File: src/rtl/agc_dsky_pkg.sv
// agc_dsky_pkg: shared row numbers, relay digit codes, scan positions and sign encodings for the DSKY relay decoder
package agc_dsky_pkg;
  localparam logic [3:0] ROW_R3_45  = 4'd1;
  localparam logic [3:0] ROW_R3_23  = 4'd2;
  localparam logic [3:0] ROW_R2R3   = 4'd3;
  localparam logic [3:0] ROW_R2_34  = 4'd4;
  localparam logic [3:0] ROW_R2_12  = 4'd5;
  localparam logic [3:0] ROW_R1_45  = 4'd6;
  localparam logic [3:0] ROW_R1_23  = 4'd7;
  localparam logic [3:0] ROW_R1_1   = 4'd8;
  localparam logic [3:0] ROW_NOUN   = 4'd9;
  localparam logic [3:0] ROW_VERB   = 4'd10;
  localparam logic [3:0] ROW_PROG   = 4'd11;
  localparam logic [3:0] ROW_LIGHTS = 4'd12;
  localparam logic [4:0] CODE_BLANK = 5'b00000;
  localparam logic [4:0] CODE_0     = 5'b10101;
  localparam logic [4:0] CODE_1     = 5'b00011;
  localparam logic [4:0] CODE_2     = 5'b11001;
  localparam logic [4:0] CODE_3     = 5'b11011;
  localparam logic [4:0] CODE_4     = 5'b01111;
  localparam logic [4:0] CODE_5     = 5'b11110;
  localparam logic [4:0] CODE_6     = 5'b11100;
  localparam logic [4:0] CODE_7     = 5'b10011;
  localparam logic [4:0] CODE_8     = 5'b11101;
  localparam logic [4:0] CODE_9     = 5'b11111;
  localparam int         NUM_POS     = 21;
  localparam logic [4:0] POS_PROG    = 5'd0;
  localparam logic [4:0] POS_VERB    = 5'd2;
  localparam logic [4:0] POS_NOUN    = 5'd4;
  localparam logic [4:0] POS_R1      = 5'd6;
  localparam logic [4:0] POS_R2      = 5'd11;
  localparam logic [4:0] POS_R3      = 5'd16;
  localparam logic [4:0] POS_LAST    = 5'd20;
  localparam logic [4:0] FLASH_FIRST = POS_VERB;
  localparam logic [4:0] FLASH_LAST  = POS_NOUN + 5'd1;
  localparam logic [1:0] SIGN_BLANK = 2'b00;
  localparam logic [1:0] SIGN_PLUS  = 2'b01;
  localparam logic [1:0] SIGN_MINUS = 2'b10;
  function automatic logic [1:0] sign_of(input logic plus, input logic minus);
    return plus & ~minus ? SIGN_PLUS : minus & ~plus ? SIGN_MINUS : SIGN_BLANK;
  endfunction
endpackage

File: src/rtl/dsky_digit_decode.sv
// dsky_digit_decode: relay code in (code) -> BCD digit out (bcd), dark flag (blank), illegal-code flag (err)
module dsky_digit_decode
  import agc_dsky_pkg::*;
(
  input  logic [4:0] code,
  output logic [3:0] bcd,
  output logic       blank,
  output logic       err
);
  always_comb begin
    bcd = 4'd0;
    blank = 1'b0;
    err = 1'b0;
    case (code)
      CODE_BLANK: blank = 1'b1;
      CODE_0:     bcd = 4'd0;
      CODE_1:     bcd = 4'd1;
      CODE_2:     bcd = 4'd2;
      CODE_3:     bcd = 4'd3;
      CODE_4:     bcd = 4'd4;
      CODE_5:     bcd = 4'd5;
      CODE_6:     bcd = 4'd6;
      CODE_7:     bcd = 4'd7;
      CODE_8:     bcd = 4'd8;
      CODE_9:     bcd = 4'd9;
      default: begin
        blank = 1'b1;
        err = 1'b1;
      end
    endcase
  end
endmodule

File: src/rtl/dsky_relay_decoder.sv
// dsky_relay_decoder: channel 010 relay words in (ch10_*) -> 21 digit registers scanned out (scan_*), R1-R3 signs, indicator lights, sticky code_err
module dsky_relay_decoder
  import agc_dsky_pkg::*;
#(
  parameter logic [23:0] FLASH_HALF = 24'd800000,
  parameter logic [15:0] SCAN_DIV   = 16'd1000
) (
  input  logic        clk,
  input  logic        reset,
  input  logic [14:0] ch10_data,
  input  logic        ch10_valid,
  output logic        ch10_ready,
  input  logic        flash_en,
  output logic [4:0]  scan_idx,
  output logic [3:0]  scan_bcd,
  output logic        scan_blank,
  output logic        scan_valid,
  output logic [1:0]  sign_r1,
  output logic [1:0]  sign_r2,
  output logic [1:0]  sign_r3,
  output logic [10:0] ind_lights,
  output logic        code_err
);
  logic [3:0] row, l_bcd, r_bcd;
  logic acc, l_en, r_en, l_blank, r_blank, l_err, r_err, wrap, dark, flip, phase_on;
  logic [4:0] l_pos, r_pos, nidx;
  logic [5:0] s_wr, sgn;
  logic [NUM_POS-1:0][3:0] bcd_q;
  logic [NUM_POS-1:0] blank_q;
  logic [23:0] fcnt;
  logic [15:0] scnt;
  assign row = ch10_data[14:11];
  assign acc = ch10_valid & ch10_ready;
  dsky_digit_decode u_left  (.code(ch10_data[9:5]), .bcd(l_bcd), .blank(l_blank), .err(l_err));
  dsky_digit_decode u_right (.code(ch10_data[4:0]), .bcd(r_bcd), .blank(r_blank), .err(r_err));
  // Rows 11..9 fill positions 0..5 top-down, rows 7..1 fill 7..20; row 8 carries only R1D1.
  always_comb begin
    r_en = row inside {[ROW_R3_45:ROW_PROG]};
    l_en = r_en && row != ROW_R1_1;
    l_pos = row >= ROW_NOUN ? 5'd22 - {row, 1'b0} : 5'd21 - {row, 1'b0};
    r_pos = row == ROW_R1_1 ? POS_R1 : l_pos + 5'd1;
    s_wr = {row == ROW_R3_45, row == ROW_R3_23, row == ROW_R2_34,
            row == ROW_R2_12, row == ROW_R1_45, row == ROW_R1_23};
    flip = fcnt == FLASH_HALF - 24'd1;
    wrap = scnt == SCAN_DIV - 16'd1;
    nidx = scan_idx == POS_LAST ? POS_PROG : scan_idx + 5'd1;
    dark = blank_q[nidx] | (~phase_on & (nidx inside {[FLASH_FIRST:FLASH_LAST]}));
  end
  assign sign_r1 = sign_of(sgn[0], sgn[1]);
  assign sign_r2 = sign_of(sgn[2], sgn[3]);
  assign sign_r3 = sign_of(sgn[4], sgn[5]);
  always_ff @(posedge clk) begin
    if (reset) begin
      ch10_ready <= 1'b1;
      bcd_q <= '0;
      blank_q <= '1;
      sgn <= '0;
      ind_lights <= '0;
      code_err <= 1'b0;
      fcnt <= '0;
      phase_on <= 1'b1;
      scnt <= '0;
      scan_idx <= POS_PROG;
      scan_bcd <= '0;
      scan_blank <= 1'b1;
      scan_valid <= 1'b0;
    end else begin
      ch10_ready <= ~acc;
      if (acc && l_en) begin
        bcd_q[l_pos] <= l_bcd;
        blank_q[l_pos] <= l_blank;
      end
      if (acc && r_en) begin
        bcd_q[r_pos] <= r_bcd;
        blank_q[r_pos] <= r_blank;
      end
      if (acc) sgn <= (sgn & ~s_wr) | (s_wr & {6{ch10_data[10]}});
      if (acc && row == ROW_LIGHTS) ind_lights <= ch10_data[10:0];
      code_err <= code_err | (acc & ((l_en & l_err) | (r_en & r_err)));
      fcnt <= !flash_en || flip ? '0 : fcnt + 24'd1;
      phase_on <= !flash_en || (phase_on ^ flip);
      scan_valid <= wrap;
      scnt <= wrap ? '0 : scnt + 16'd1;
      // Scan samples the digit registers before this edge's write lands.
      if (wrap) begin
        scan_idx <= nidx;
        scan_blank <= dark;
        scan_bcd <= dark ? 4'd0 : bcd_q[nidx];
      end
    end
  end
endmodule

File: config.mk
export PLATFORM = sky130hd
export DESIGN_NAME = dsky_relay_decoder
export DESIGN_NICKNAME = d
export VERILOG_FILES = /design/src/rtl/agc_dsky_pkg.sv /design/src/rtl/dsky_digit_decode.sv /design/src/rtl/dsky_relay_decoder.sv
export SDC_FILE = /design/constraint.sdc
export NUM_CORES = 1
export LEC_CHECK = 0
export CORE_MARGIN = 1
export CORE_UTILIZATION = 45
export DETAILED_ROUTE_END_ITERATION = 10
export GPL_TIMING_DRIVEN = 0
export PLACE_DENSITY_LB_ADDON = 0.12
export SLEW_MARGIN = 20
export SYNTH_ARGS = -nofsm -noshare
export SYNTH_HDL_FRONTEND = slang
export SYNTH_HIERARCHICAL = 1
export SYNTH_SLANG_ARGS = --single-unit
File: constraint.sdc
create_clock -name clk -period 4.9 [get_ports clk]
set_input_delay 0.98 -clock clk [delete_from_list [all_inputs] [get_ports clk]]
set_output_delay 0.98 -clock clk [all_outputs]
set_load 0.01 [all_outputs]
==> results of run 1 <==
==> worst reg2reg max path, stage by stage, from the launching register on <==
cell	delay (ns)
dfxtp_1	0.45
inv_1	0.09
ha_1	0.25
and4b_1	0.20
nor2_1	0.32
buf_2	0.43
buf_4	0.36
mux4_2	0.57
mux2i_1	0.30
o22a_1	0.22
o21ai_0	0.13
a22o_1	0.22
==> worst max-delay path by stage <==
stage	to	cells past startpoint	slack, ns	start
2_1_floorplan	blank_q[13]	14	1.17	ch10_data[11]
3_3_place_gp	blank_q[12]	14	0.03	ch10_data[11]
3_5_place_dp	blank_q[12]	14	-0.03	ch10_data[11]
4_1_cts	blank_q[12]	14	0.45	ch10_data[11]
5_1_grt	blank_q[6]	13	-0.03	ch10_data[11]
6_report	blank_q[6]	13	0.43	ch10_data[11]
==> through the flow <==
stage | instance area (sq um) | setup slack [ns] | TNS, ns | util, % | hold slack, ns
final | 11380 | 0.4273 | 0 | 52.32 | 0.4580
after global routing | 11380 | -0.02636 | -0.02636 | 52.32 | 0.4838
after CTS | 11380 | 0.4466 | 0 | 52.32 | 0.4582
after detailed placement | 10800 | -0.02807 | -0.02807 | 49.65 | 0.4461
after global placement | 10800 | 0.02986 | 0 | 49.65 | 0.4292
after floorplan | 9971 | 1.168 | 0 | - | 0.4175
==> power breakdown <==
| part | leakage [nW] | switching [mW] | internal, mW |
|---|---|---|---|
| Combinational | 2.30 | 0.244 | 0.112 |
| Clock | 0.288 | 0.672 | 0.692 |
| Sequential | 1.42 | 0.0103 | 1.45 |
| Total | 4.01 | 0.926 | 2.25 |
==> layer usage <==
| layer | share of wire, % | GRT usage, % |
|---|---|---|
| met1 | 46 | 36.05 |
| met5 | 0 | 0 |
| met4 | 2.3 | 8.950 |
| met3 | 6.6 | 4.639 |
| met2 | 45 | 40.69 |
==> sequential cells by signal (all words and copies together) (netlist names), named ones only <==
register    flops
ch10_ready      1
scan_idx        5
scan_valid      1
scan_blank      1
fcnt           24
code_err        1
bcd_q          84
scan_bcd        4
scnt           16
blank_q        21
phase_on        1
ind_lights     11
==> final cells by class <==
cell class / instances / area, sq um
multi-input combinational: 810 / 6017
fill: 2056 / 10370
tap: 280 / 350.3
clock buffer: 18 / 439.2
buffer: 77 / 352.8
clock inverter: 14 / 141.4
sequential: 176 / 3523
timing repair buffer: 48 / 480.5
inverter: 20 / 77.57
==> cells by family (layout without fill, tap and decap cells) <==
group                      Yosys count  count (layout)  share of synthesized area [%]
and+or+nand+nor                    410             410                          22.09
AOI/OAI and AO/OA                  178             178                          12.71
DFF                                176             176                          35.34
muxes                              165             165                          19.86
buffers and inverters               97             177                          4.317
xor gates and xnor gates            41              41                          3.677
adders and majority gates           16              16                          2.008
==> synth_stat cells (all sizes together), types with 3 or more instances <==
master and count:
and4 5, dfxtp 176, o22ai 6, nor3b 5
o22a 4, nand3b 4, and2 4, and3 6
nand2 74, a21oi 34, mux4 23, mux2i 115
xnor2 22, a2111oi 3, nand3 25, inv 20
ha 16, mux2 27, nand4 28, or2 8
a211o 3, nand2b 20, nor3 24, o21ai 22
nor2 158, nor2b 12, nor4 19, a22o 5
buf 21, or3 7, or4 4, a22oi 5
a211oi 84, clkbuf 56, xor2 19
==> what timing repair did <==
item / CTS / global route
endpoints found under the hold margin: 0 / 0
setup buffers: 0 / 0
endpoints found under the setup margin: 0 / 1
resized for setup: 0 / 0
hold buffers: 0 / 0
==> flow_summary.ini, run 1 <==
[run_status]
status = finished, final reports clean

[clock_network]
clkSinkCount = 176
root_buffer = clkbuf_16
path_clk_slew_ns = 0.08
cts_buffers = 17
cts_buffer_depth = 2
clk_latency_ns = 0.45
htreeDepth = 4
cts_tree = built

[global_route]
track_usage_pct = 26.06
grt_pass1_wl_um = 44640
grt_max_degree = 19
grt_overflow = 0
antenna_found_initial = 0
grt_pass1_vias = 7735

[min_path]
holdPathEnd = ind_lights[6]
hp-class = reg -> reg
hp-start = ind_lights[6]
holdPathStages = 2

[floorplanning]
die_h_um = 150.9
io_pins = 49
chipWidth_um = 150.9
core-area_sq_mm = 0.02176
fp.dieArea_sq_mm = 0.02276
initial_utilization_pct = 45.83
rows = 54

[setup_path]
start_kind = input pin
regToRegStartpoint = scan_idx[0]
crit_path_end_kind = register
slowest_stage = a221oi_1
r2r_cells = 11
worstSetupPathType = in -> reg
cp.required_ns = 5.19
crit_buf_inv = 3
slowest_delay_ns = 0.57
cp_max_fo = 10
critical_path_arrival_ns = 4.77
crit_family = compound AO/OA/AOI/OAI gates
r2r-end = scan_bcd[1]
crit_path_frequent_cell = ha_1
reg2reg_slack_ns = 1.25
cp_cell_sequence = clkdlybuf4s50_1 > buf_2 > inv_1 > ha_1 > nand2b_4 > a21o_4 > ha_1 > a2111oi_0 > o21ai_0 > a221oi_1 > o21ai_1 > nor3_1 > a21oi_1

[layout]
area_delta_synth_final_pct = 14.16
drive_gt1_share_pct = 12.30
nNetsFinal = 1185
n_antenna_cell = 0
instances_no_fill = 1443
final_cell_mix = 176 x dfxtp_1, 156 x nor2_1, 115 x mux2i_1, 84 x a211oi_1, 74 x nand2_1
final_common_cell = dfxtp_1

[timing]
finClkSkew_ns = 0.009803
tightest_slew_ns = 1.001
setup_viol = 0
finalHoldViolations = 0
slew_headroom_pct = 32.79
period_needed_ns = 4.473
fmax_mhz = 223.6
fin_crit_sh_pct = 91.28
slew_viol_final = 0
rsz0062_at_grt = true

[synthesis]
syn_inst = 1083
avgSynthCellArea_sq_um = 9.207
synth_top_area_share_pct = 35.34
synth_edf_count = 0
syn-cell-area_sq_mm = 0.009971
yosysWarningCount = 6
synthFlopType = dfxtp_1
synth_nets = 1118
yosysUniqueCellTypes = 75
synth_area_leaders = dfxtp_1 35%, mux2i_1 12%, a211oi_1 6.3%
yosysTopAreaCell = dfxtp_1
yosysSeqAreaShare_pct = 35.34
async_flop_share_pct = 0
synth-seq-cells = 176

[route]
antenna_left = 0
drc_errors = 0
drtIter0Drc = 669
drtPass1Iterations = 5
post_drt_wl_per_cell_um = 19.99
vias = 8368
totalWireLength_um = 28850
viasPerCell = 5.799

[place]
hpwl_um = 20440
port_buffers = 48
dp_cells = 1411
place_congestion = 0.9272

[power]
max-vdd-ir-drop_v = 0.0002150
total_power_mw = 3.175
p_leak_nw = 4.009
power.density_mw_per_mm2 = 279.0

[run]
cap_viol_max_count = 0
Note: power is estimated with default switching activity, not from simulation.
==> inputs of run 2 (changes only) <==
Settings changed: TNS_END_PERCENT set to 30.
==> results of run 2 <==
Same layout as run 1: the final DEF is identical, and so are final timing and power.
==> inputs of run 3 (changes only) <==
Settings changed: DONT_BUFFER_PORTS set to 1.
==> run 3 against run 2 <==
Sequential cell count is the same. Via count shrank 2.5%. Highest routed layer unchanged. Clock-buffer cell count is the same. Critical path depth is the same.
==> flow_summary.ini, run 3 (synthesis results as in run 1) <==
[timing]
fmax_mhz = 247.7
tightest_slew_ns = 0.9900
period_needed_ns = 4.037
setup_viol = 0
finalHoldViolations = 0
setup_ws_ns = 0.8628
slew_headroom_pct = 33.55
fin_crit_sh_pct = 82.39
slew_viol_final = 0
finalSetupTns_ns = 0
finClkSkew_ns = 0.01389
hold_slack_ns = 0.4586
rsz0062_at_grt = false

[global_route]
track_usage_pct = 26.14
grt_overflow = 0
antenna_found_initial = 0
grt_pass1_vias = 7772
grt_max_degree = 19
grt_pass1_wl_um = 44600

[clock_network]
htreeDepth = 4
cts_buffer_depth = 2
hold_buffers = 0
clkSinkCount = 176
cts_buffers = 17
path_clk_slew_ns = 0.07
cts_resized = 0
clk_latency_ns = 0.45
root_buffer = clkbuf_16
cts_setup_buffers = 0
cts_tree = built

[floorplanning]
rows = 54
die_h_um = 150.9
chipWidth_um = 150.9
initial_utilization_pct = 45.83
io_pins = 49
core-area_sq_mm = 0.02176
fp.dieArea_sq_mm = 0.02276

[place]
dpl_worst_slack_ns = 0.4720
port_buffers = 0
hpwl_um = 20440
post_dp_cell_area_sq_mm = 0.01032
dp_cells = 1363
place_congestion = 0.9347

[setup_path]
worstSetupPathType = in -> reg
cp_max_fo = 9
crit_path_end_kind = register
critical_path_arrival_ns = 4.37
start_kind = input pin
cp.required_ns = 5.24

[route]
vias = 8161
totalWireLength_um = 28730
post_drt_wl_per_cell_um = 20.59
drtIter0Drc = 517
viasPerCell = 5.850
drtPass1Iterations = 6
antenna_left = 0
drc_errors = 0

[layout]
final_common_cell = dfxtp_1
final_cell_mix = 176 x dfxtp_1, 156 x nor2_1, 115 x mux2i_1, 84 x a211oi_1, 74 x nand2_1
area_delta_synth_final_pct = 9.286
nNetsFinal = 1137
largest_register_ffs = 84
drive_gt1_share_pct = 12.83
reg.largest.list = bcd_q x84, fcnt x24, blank_q x21
top_register = bcd_q
instances_no_fill = 1395
n_antenna_cell = 0
fin_util_pct = 50.09
final_area_sq_mm = 0.01090

[run]
cap_viol_max_count = 0

[run_status]
status = finished, final reports clean

[power]
p_leak_nw = 3.822
max-vdd-ir-drop_v = 0.0001938
total_power_mw = 3.144
power.density_mw_per_mm2 = 288.5

[min_path]
hp-class = reg -> reg
==> run 3: cell count changes in the layout (fill, tap and decap cells not counted), sizes merged <==
cell	delta
clkinvlp	+3
clkinv	-3
clkdlybuf4s50	-48
==> run 3: area by class of cell <==
class	count	area, sq um
buffer	77	352.8
fill	2079	10860
inverter	20	77.57
sequential	176	3523
clock inverter	14	136.4
clock buffer	18	439.2
multi-input combinational	810	6017
tap	280	350.3
==> run 3: where the power goes <==
part / internal (mW) / switching [mW]
Combinational: 0.0956 / 0.230
Clock: 0.689 / 0.673
Sequential: 1.45 / 0.0114
==> run 3: critical path, stage by stage <==
cell       delay, ns
buf_2           0.15
inv_1           0.18
ha_1            0.40
nand2b_4        0.14
a21o_4          0.26
ha_1            0.26
a2111oi_0       0.35
or3_1           0.22
and2_1          0.13
clkbuf_1        0.32
nand4_1         0.56
mux2i_1         0.34
nand2b_1        0.07
==> run 3: final timing paths <==
check | from | cells after the start | slack, ns | endpoint
max | ch10_data[11] | 13 | 0.86 | blank_q[12]
min | bcd_q[0] | 2 | 0.46 | bcd_q[0]
max reg2reg | scan_idx[0] | 11 | 1.12 | scan_bcd[1]
min reg2reg | bcd_q[0] | 2 | 0.46 | bcd_q[0]
==> run 3: layer usage <==
layer / share of wire [%] / vias up / global-route usage (%)
li1: - / 3963 / -
met1: 47 / 3932 / 35.74
met2: 45 / 210 / 40.83
met3: 5.5 / 56 / 4.458
met4: 2.9 / 0 / 10.40
met5: 0 / - / 0
